`src/rtl/ex_ctrl_pipe_pkg.sv`:
```
// Purpose: shared field widths and the EX control bundle record.
// Latency: n/a (types and constants only).
// Backpressure: n/a.
package ex_ctrl_pipe_pkg;

    localparam int reg_addr_width  = 5;
    localparam int cond_code_width = 4;
    localparam int im_addr_width   = 16;

    // Everything the EX stage hands downstream for one instruction.
    typedef struct packed {
        logic                       dm_re;
        logic [reg_addr_width-1:0]  addr_rd;
        logic                       regfile_we_w;
        logic                       regfile_we_uhw;
        logic                       branchen;
        logic [cond_code_width-1:0] condcode;
        logic [im_addr_width-1:0]   branchtrgt;
        logic                       sr_we;
    } ex_ctrl_t;

endpackage

```
`src/rtl/ex_ctrl_stage.sv`:
```
// Purpose: one valid bit plus control bundle register.
// Latency: 1 cycle.
// Backpressure: stall_i holds contents and drops input; flush_i clears valid and wins over stall.
module ex_ctrl_stage
    import ex_ctrl_pipe_pkg::*;
(
    input  logic     clk,
    input  logic     rst,
    input  logic     stall_i,
    input  logic     flush_i,
    input  logic     valid_i,
    input  ex_ctrl_t bundle_i,
    output logic     valid_o,
    output ex_ctrl_t bundle_o
);

    logic     valid_d, valid_q;
    ex_ctrl_t bundle_d, bundle_q;

    // Next state: flush kills the entry, stall holds, otherwise capture upstream.
    always_comb begin
        valid_d  = valid_q;
        bundle_d = bundle_q;
        if (flush_i) begin
            valid_d = 1'b0;
        end else if (!stall_i) begin
            valid_d  = valid_i;
            bundle_d = bundle_i;
        end
    end

    // Stage register; reset also clears the payload so raw fields read 0.
    always_ff @(posedge clk) begin
        if (rst) begin
            valid_q  <= 1'b0;
            bundle_q <= '0;
        end else begin
            valid_q  <= valid_d;
            bundle_q <= bundle_d;
        end
    end

    assign valid_o  = valid_q;
    assign bundle_o = bundle_q;

endmodule

```
`src/rtl/ex_ctrl_pipe.sv`:
```
// Purpose: DEPTH-stage control delay line with write-back hazard detection and occupancy count.
// Latency: exactly DEPTH cycles from input to output when not stalled.
// Backpressure: stall_i freezes every stage and drops the input; flush_i empties the pipe.
module ex_ctrl_pipe
    import ex_ctrl_pipe_pkg::*;
#(
    parameter int DEPTH = 3,
    parameter int OCC_W = 4
) (
    input  logic                       clk,
    input  logic                       rst,
    input  logic                       stall_i,
    input  logic                       flush_i,
    input  logic                       valid_i,
    input  logic                       dm_re_i,
    input  logic [reg_addr_width-1:0]  addr_rd_i,
    input  logic                       regfile_we_w_i,
    input  logic                       regfile_we_uhw_i,
    input  logic                       branchen_i,
    input  logic [cond_code_width-1:0] condcode_i,
    input  logic [im_addr_width-1:0]   branchtrgt_i,
    input  logic                       sr_we_i,
    input  logic [reg_addr_width-1:0]  rs_a_i,
    input  logic [reg_addr_width-1:0]  rs_b_i,
    output logic                       valid_o,
    output logic                       dm_re_o,
    output logic [reg_addr_width-1:0]  addr_rd_o,
    output logic                       regfile_we_w_o,
    output logic                       regfile_we_uhw_o,
    output logic                       branchen_o,
    output logic [cond_code_width-1:0] condcode_o,
    output logic [im_addr_width-1:0]   branchtrgt_o,
    output logic                       sr_we_o,
    output logic                       hazard_a_o,
    output logic                       hazard_b_o,
    output logic [OCC_W-1:0]           occ_o,
    output logic                       busy_o
);

    ex_ctrl_t         in_dat;
    ex_ctrl_t         stg_dat [DEPTH];
    logic [DEPTH-1:0] stg_vld;
    ex_ctrl_t         last_dat;
    logic             last_vld;
    logic [OCC_W-1:0] occ_d, occ_q;

    assign in_dat.dm_re          = dm_re_i;
    assign in_dat.addr_rd        = addr_rd_i;
    assign in_dat.regfile_we_w   = regfile_we_w_i;
    assign in_dat.regfile_we_uhw = regfile_we_uhw_i;
    assign in_dat.branchen       = branchen_i;
    assign in_dat.condcode       = condcode_i;
    assign in_dat.branchtrgt     = branchtrgt_i;
    assign in_dat.sr_we          = sr_we_i;

    for (genvar k = 0; k < DEPTH; k++) begin : g_stage
        if (k == 0) begin : g_head
            ex_ctrl_stage u_stage (
                .clk      (clk),
                .rst      (rst),
                .stall_i  (stall_i),
                .flush_i  (flush_i),
                .valid_i  (valid_i),
                .bundle_i (in_dat),
                .valid_o  (stg_vld[k]),
                .bundle_o (stg_dat[k])
            );
        end else begin : g_body
            ex_ctrl_stage u_stage (
                .clk      (clk),
                .rst      (rst),
                .stall_i  (stall_i),
                .flush_i  (flush_i),
                .valid_i  (stg_vld[k-1]),
                .bundle_i (stg_dat[k-1]),
                .valid_o  (stg_vld[k]),
                .bundle_o (stg_dat[k])
            );
        end
    end

    assign last_dat = stg_dat[DEPTH-1];
    assign last_vld = stg_vld[DEPTH-1];

    // Enables only count when the final entry is real; data fields pass raw.
    assign valid_o          = last_vld;
    assign dm_re_o          = last_vld & last_dat.dm_re;
    assign regfile_we_w_o   = last_vld & last_dat.regfile_we_w;
    assign regfile_we_uhw_o = last_vld & last_dat.regfile_we_uhw;
    assign branchen_o       = last_vld & last_dat.branchen;
    assign sr_we_o          = last_vld & last_dat.sr_we;
    assign addr_rd_o        = last_dat.addr_rd;
    assign condcode_o       = last_dat.condcode;
    assign branchtrgt_o     = last_dat.branchtrgt;

    // Hazard: any valid in-flight register writer targeting a queried source.
    always_comb begin
        hazard_a_o = 1'b0;
        hazard_b_o = 1'b0;
        for (int k = 0; k < DEPTH; k++) begin
            if (stg_vld[k] && (stg_dat[k].regfile_we_w || stg_dat[k].regfile_we_uhw)) begin
                if (stg_dat[k].addr_rd == rs_a_i) hazard_a_o = 1'b1;
                if (stg_dat[k].addr_rd == rs_b_i) hazard_b_o = 1'b1;
            end
        end
    end

    // Occupancy tracks valid entries in minus valid entries out when the pipe advances.
    always_comb begin
        occ_d = occ_q;
        if (flush_i) begin
            occ_d = '0;
        end else if (!stall_i) begin
            occ_d = occ_q + OCC_W'(valid_i) - OCC_W'(last_vld);
        end
    end

    // Occupancy register.
    always_ff @(posedge clk) begin
        if (rst) begin
            occ_q <= '0;
        end else begin
            occ_q <= occ_d;
        end
    end

    assign occ_o  = occ_q;
    assign busy_o = (occ_q != '0);

endmodule

```
`config.mk`:
```
export PLATFORM = sky130hd
export DESIGN_NAME = ex_ctrl_pipe
export DESIGN_NICKNAME = d
export VERILOG_FILES = /design/src/rtl/ex_ctrl_pipe_pkg.sv /design/src/rtl/ex_ctrl_stage.sv /design/src/rtl/ex_ctrl_pipe.sv
export SDC_FILE = /design/constraint.sdc
export NUM_CORES = 1
export LEC_CHECK = 0
export ABC_CLOCK_PERIOD_IN_PS = 2200
export BUFFER_PORTS_ARGS = -buffer_cell sky130_fd_sc_hd__buf_2
export CORE_ASPECT_RATIO = 1.75
export CORE_UTILIZATION = 33
export DETAILED_ROUTE_END_ITERATION = 6
export GPL_ROUTABILITY_DRIVEN = 0
export PLACE_DENSITY = 0.49
export SLEW_MARGIN = 20
export SYNTH_ARGS = -nofsm -noshare
export SYNTH_HDL_FRONTEND = slang
export SYNTH_SLANG_ARGS = --single-unit
```
`constraint.sdc`:
```
create_clock -name clk -period 2.2 [get_ports clk]
set_input_delay 0 -clock clk [delete_from_list [all_inputs] [get_ports clk]]
set_output_delay 0 -clock clk [all_outputs]
set_load 0.01 [all_outputs]
```
==> summary.txt <==
outcome = finished clean
Mean Syn Cell Area = 7.93 um^2
Startpoint Class = flop
post-detail-place hpwl = 6.48 mm
I/O Buffers = 82
CP Data Arrival Time = 2.01 ns
critical path's slowest cell = fa_1
clock share of power = 41.7%
crit end category = flop
CTS buffer count = 9
crit path max fanout = 3
# clock sinks = 97
Synth Flop Type = dfxtp_1
most common cell in the netlist = nand2_1
Worst path most repeated cell = inv_1
syn nets = 563
Worst EP required = 2.42 ns
initial antenna violation count = 0
worst-skew pair later-pin latency = 0.33 ns
die footprint = 0.0128 mm^2
share of layout cells above drive strength 1 = 17.8%
Final Net Count = 636
worst hold path type = input pin to flop
Mapped Area = 0.00406 mm^2
area of the core = 0.0120 mm^2
pwr/cell area = 726 mW/mm^2
mean routed wirelength per cell = 12.8 um
DR pass1 iterations = 4
CTS Hold Bufs = 31
First DRT Iteration DRCs = 161
f_max = 558 MHz
largest family of logic cells by synthesized area = simple AND/OR/NAND/NOR gates
CTS tree = yes
leading cell types by count after synthesis = nand2_1 (180), dfxtp_1 (97), a21oi_1 (94), buf_4 (34), xor2_1 (20)
# rows = 53
Inserted Diodes = 0
slowest stage delay, CP = 0.37 ns
num ports = 83
H-tree levels = 3
maximum root-to-sink buffer count = 2
Post-synth EDFFs = 0
CP delay by family, top = adder cells
P_sw = 0.000909 W
Setup Skew = 0.00774 ns
clk root buf = clkbuf_16
Final Hold Fails = 0
Worst R2R End = occ_o[2]
WHS Endpoint = occ_o[2]
dominant cells by area after synthesis = dfxtp_1 (48%), nand2_1 (17%), a21oi_1 (12%)
setup TNS = 0 ns
# fillers = 1259
Slew @ Worst Pin = 0.659 ns
unrepaired setup endpoints after global routing = no
Simple-Gate Fraction of Synth Area = 20.6%
Lkg Pwr = 1.99 nW
starting density of the core = 33.8%
post-CTS setup buffers = 0
vias in the first global route = 3313
Rel. slew slack = 56.1%
WHS Path Cells = 3
FF-to-FF path depth = 10
Syn Inst Count = 512
Synth top area share = 47.8%
Design Area, Final = 0.00499 mm^2
period utilization = 81.4%
RR Startpoint = occ_o[0]
Sequential Power Share = 50.2%
WP buf/inv = 3
post_cts resized = 0
Die Ht = 149 um
Slew Viols, Final = 0
cells along the critical path = inv_1 -> ha_1 -> inv_1 -> ha_1 -> inv_1 -> fa_1 -> xor2_1 -> nor2_1 -> a21oi_1 -> nor2_1
flops & latches, synth = 97
kind of critical path = flop to flop
final WL = 9.66 mm
clk slew on worst S/H paths = 0.07 ns
Switching Fraction = 25.1%
Comb pwr share = 8.1%
unique cell type count in the Yosys netlist = 21
Ys Warns = 0
area grow syn2layout = 22.8%
P_int = 0.00271 W
global-route wire length before repair = 15.7 mm
DIE WIDTH = 85.9 um
Seq/Total Area, Yosys = 47.8%
largest net degree at the start of global routing = 91
Routed Antenna Nets = 0
# setup viols final = 0
Remaining Overflow, GRT = 0
post-synthesis xor/xnor area fraction = 6.90%
Vias = 3407
GRT Total Usage = 15.8%
Vias/cell = 4.51
fraction of registers with async set/reset = 0%
Post-route DRC = 0
hold wc startpoint = stall_i
Yosys top cell by area = dfxtp_1
post-synthesis compound-gate area fraction = 12.3%
adder-cell share of the synthesized area = 2.03%
max-cap violations = 0
worst vdd ir = 0.000417 V
setup slack, reg-to-reg = 0.41 ns
Final min period = 1.79 ns
placed inst area = 0.00439 mm^2
mux contribution to synthesized area = 0.986%
[power by group through the flow]
stage	Sequential, W	Clock (W)	Combinational, W
5_1_grt	0.00182	0.00162	0.000324
3_3_place_gp	0.00186	0	0.000252
4_1_cts	0.00182	0.00156	0.000297
2_1_floorplan	0.00185	0	0.000164
3_5_place_dp	0.00186	0	0.000253
6_report	0.00182	0.00151	0.000293
[layout by cell type, fill, tap and decap left out]
master	instances
a21o_1	1
a21oi_1	94
and2_1	5
buf_12	2
buf_2	82
buf_4	3
clkbuf_16	9
clkinv_2	1
clkinv_4	2
dfxtp_1	97
dlygate4sd3_1	31
fa_1	1
ha_1	5
inv_1	7
inv_6	3
inv_8	1
mux2i_1	4
nand2_1	180
nand3_1	9
nor2_1	8
nor2_4	1
nor4_1	6
o21a_1	1
o21ai_0	3
or2_1	1
or2_2	1
xnor2_1	12
xor2_1	20
[metal layers]
metal,share of wire (%),GRT usage [%],vias up
met3,2.5,2.82,13
met1,41,17.0,1572
li1,-,-,1756
met2,54,29.4,66
met4,2.2,6.75,0
met5,0,0,-
[flip-flops by register name, indices dropped and copies added (netlist names)]
signal,flops
g_stage.g_body.u_stage.bundle_o,60
g_stage.g_body.u_stage.valid_o,2
g_stage.g_head.u_stage.bundle_o,30
g_stage.g_head.u_stage.valid_o,1
occ_o,4
[per-stage QoR]
stage	power, W	setup WS, ns	instances	hold WS, ns	utilization [%]
floorplan	0.00202	0.458	512	0.136	-
global placement	0.00211	0.442	708	0.242	36.6
detailed placement	0.00211	0.417	708	0.250	36.6
CTS	0.00368	0.399	755	0.0962	41.6
global route	0.00377	0.199	755	0.109	41.6
finish	0.00362	0.409	755	0.108	41.6
[area by class of cell]
type                    count  area, um^2  area share [%]
flip-flops and latches     97        1940            38.9
multi-input cells         352        1750            35.0
repair buffers            118         783            15.7
clock buffers               9         225            4.51
well taps                 165         206            4.14
clock inverters             7        60.1            1.20
inverters                   7        26.3           0.527
[worst max-delay path by stage]
stage / from / to / slack, ns / cells after the start
after floorplan: occ_o[0] / occ_o[2] / 0.46 / 10
after global placement: occ_o[0] / occ_o[2] / 0.44 / 10
after detailed placement: occ_o[0] / occ_o[2] / 0.42 / 10
after CTS: occ_o[0] / occ_o[2] / 0.40 / 10
after global routing: occ_o[0] / occ_o[2] / 0.20 / 10
final: occ_o[0] / occ_o[2] / 0.41 / 10
[worst register-to-register path, cell delays in order (launching register included)]
cell and delay, ns:
dfxtp_1 0.35, inv_1 0.07, ha_1 0.27, inv_1 0.06
ha_1 0.15, inv_1 0.06, fa_1 0.37, xor2_1 0.14
nor2_1 0.05, a21oi_1 0.12, nor2_1 0.05
[logic make-up after synthesis]
kind of cell / after synthesis
DFF: 97
adders and majority gates: 6
AOI/OAI and AO/OA: 99
and+or+nand+nor: 211
muxes: 4
xor gates and xnor gates: 32
buffers and inverters: 63
(Power assumes the default switching activity.)
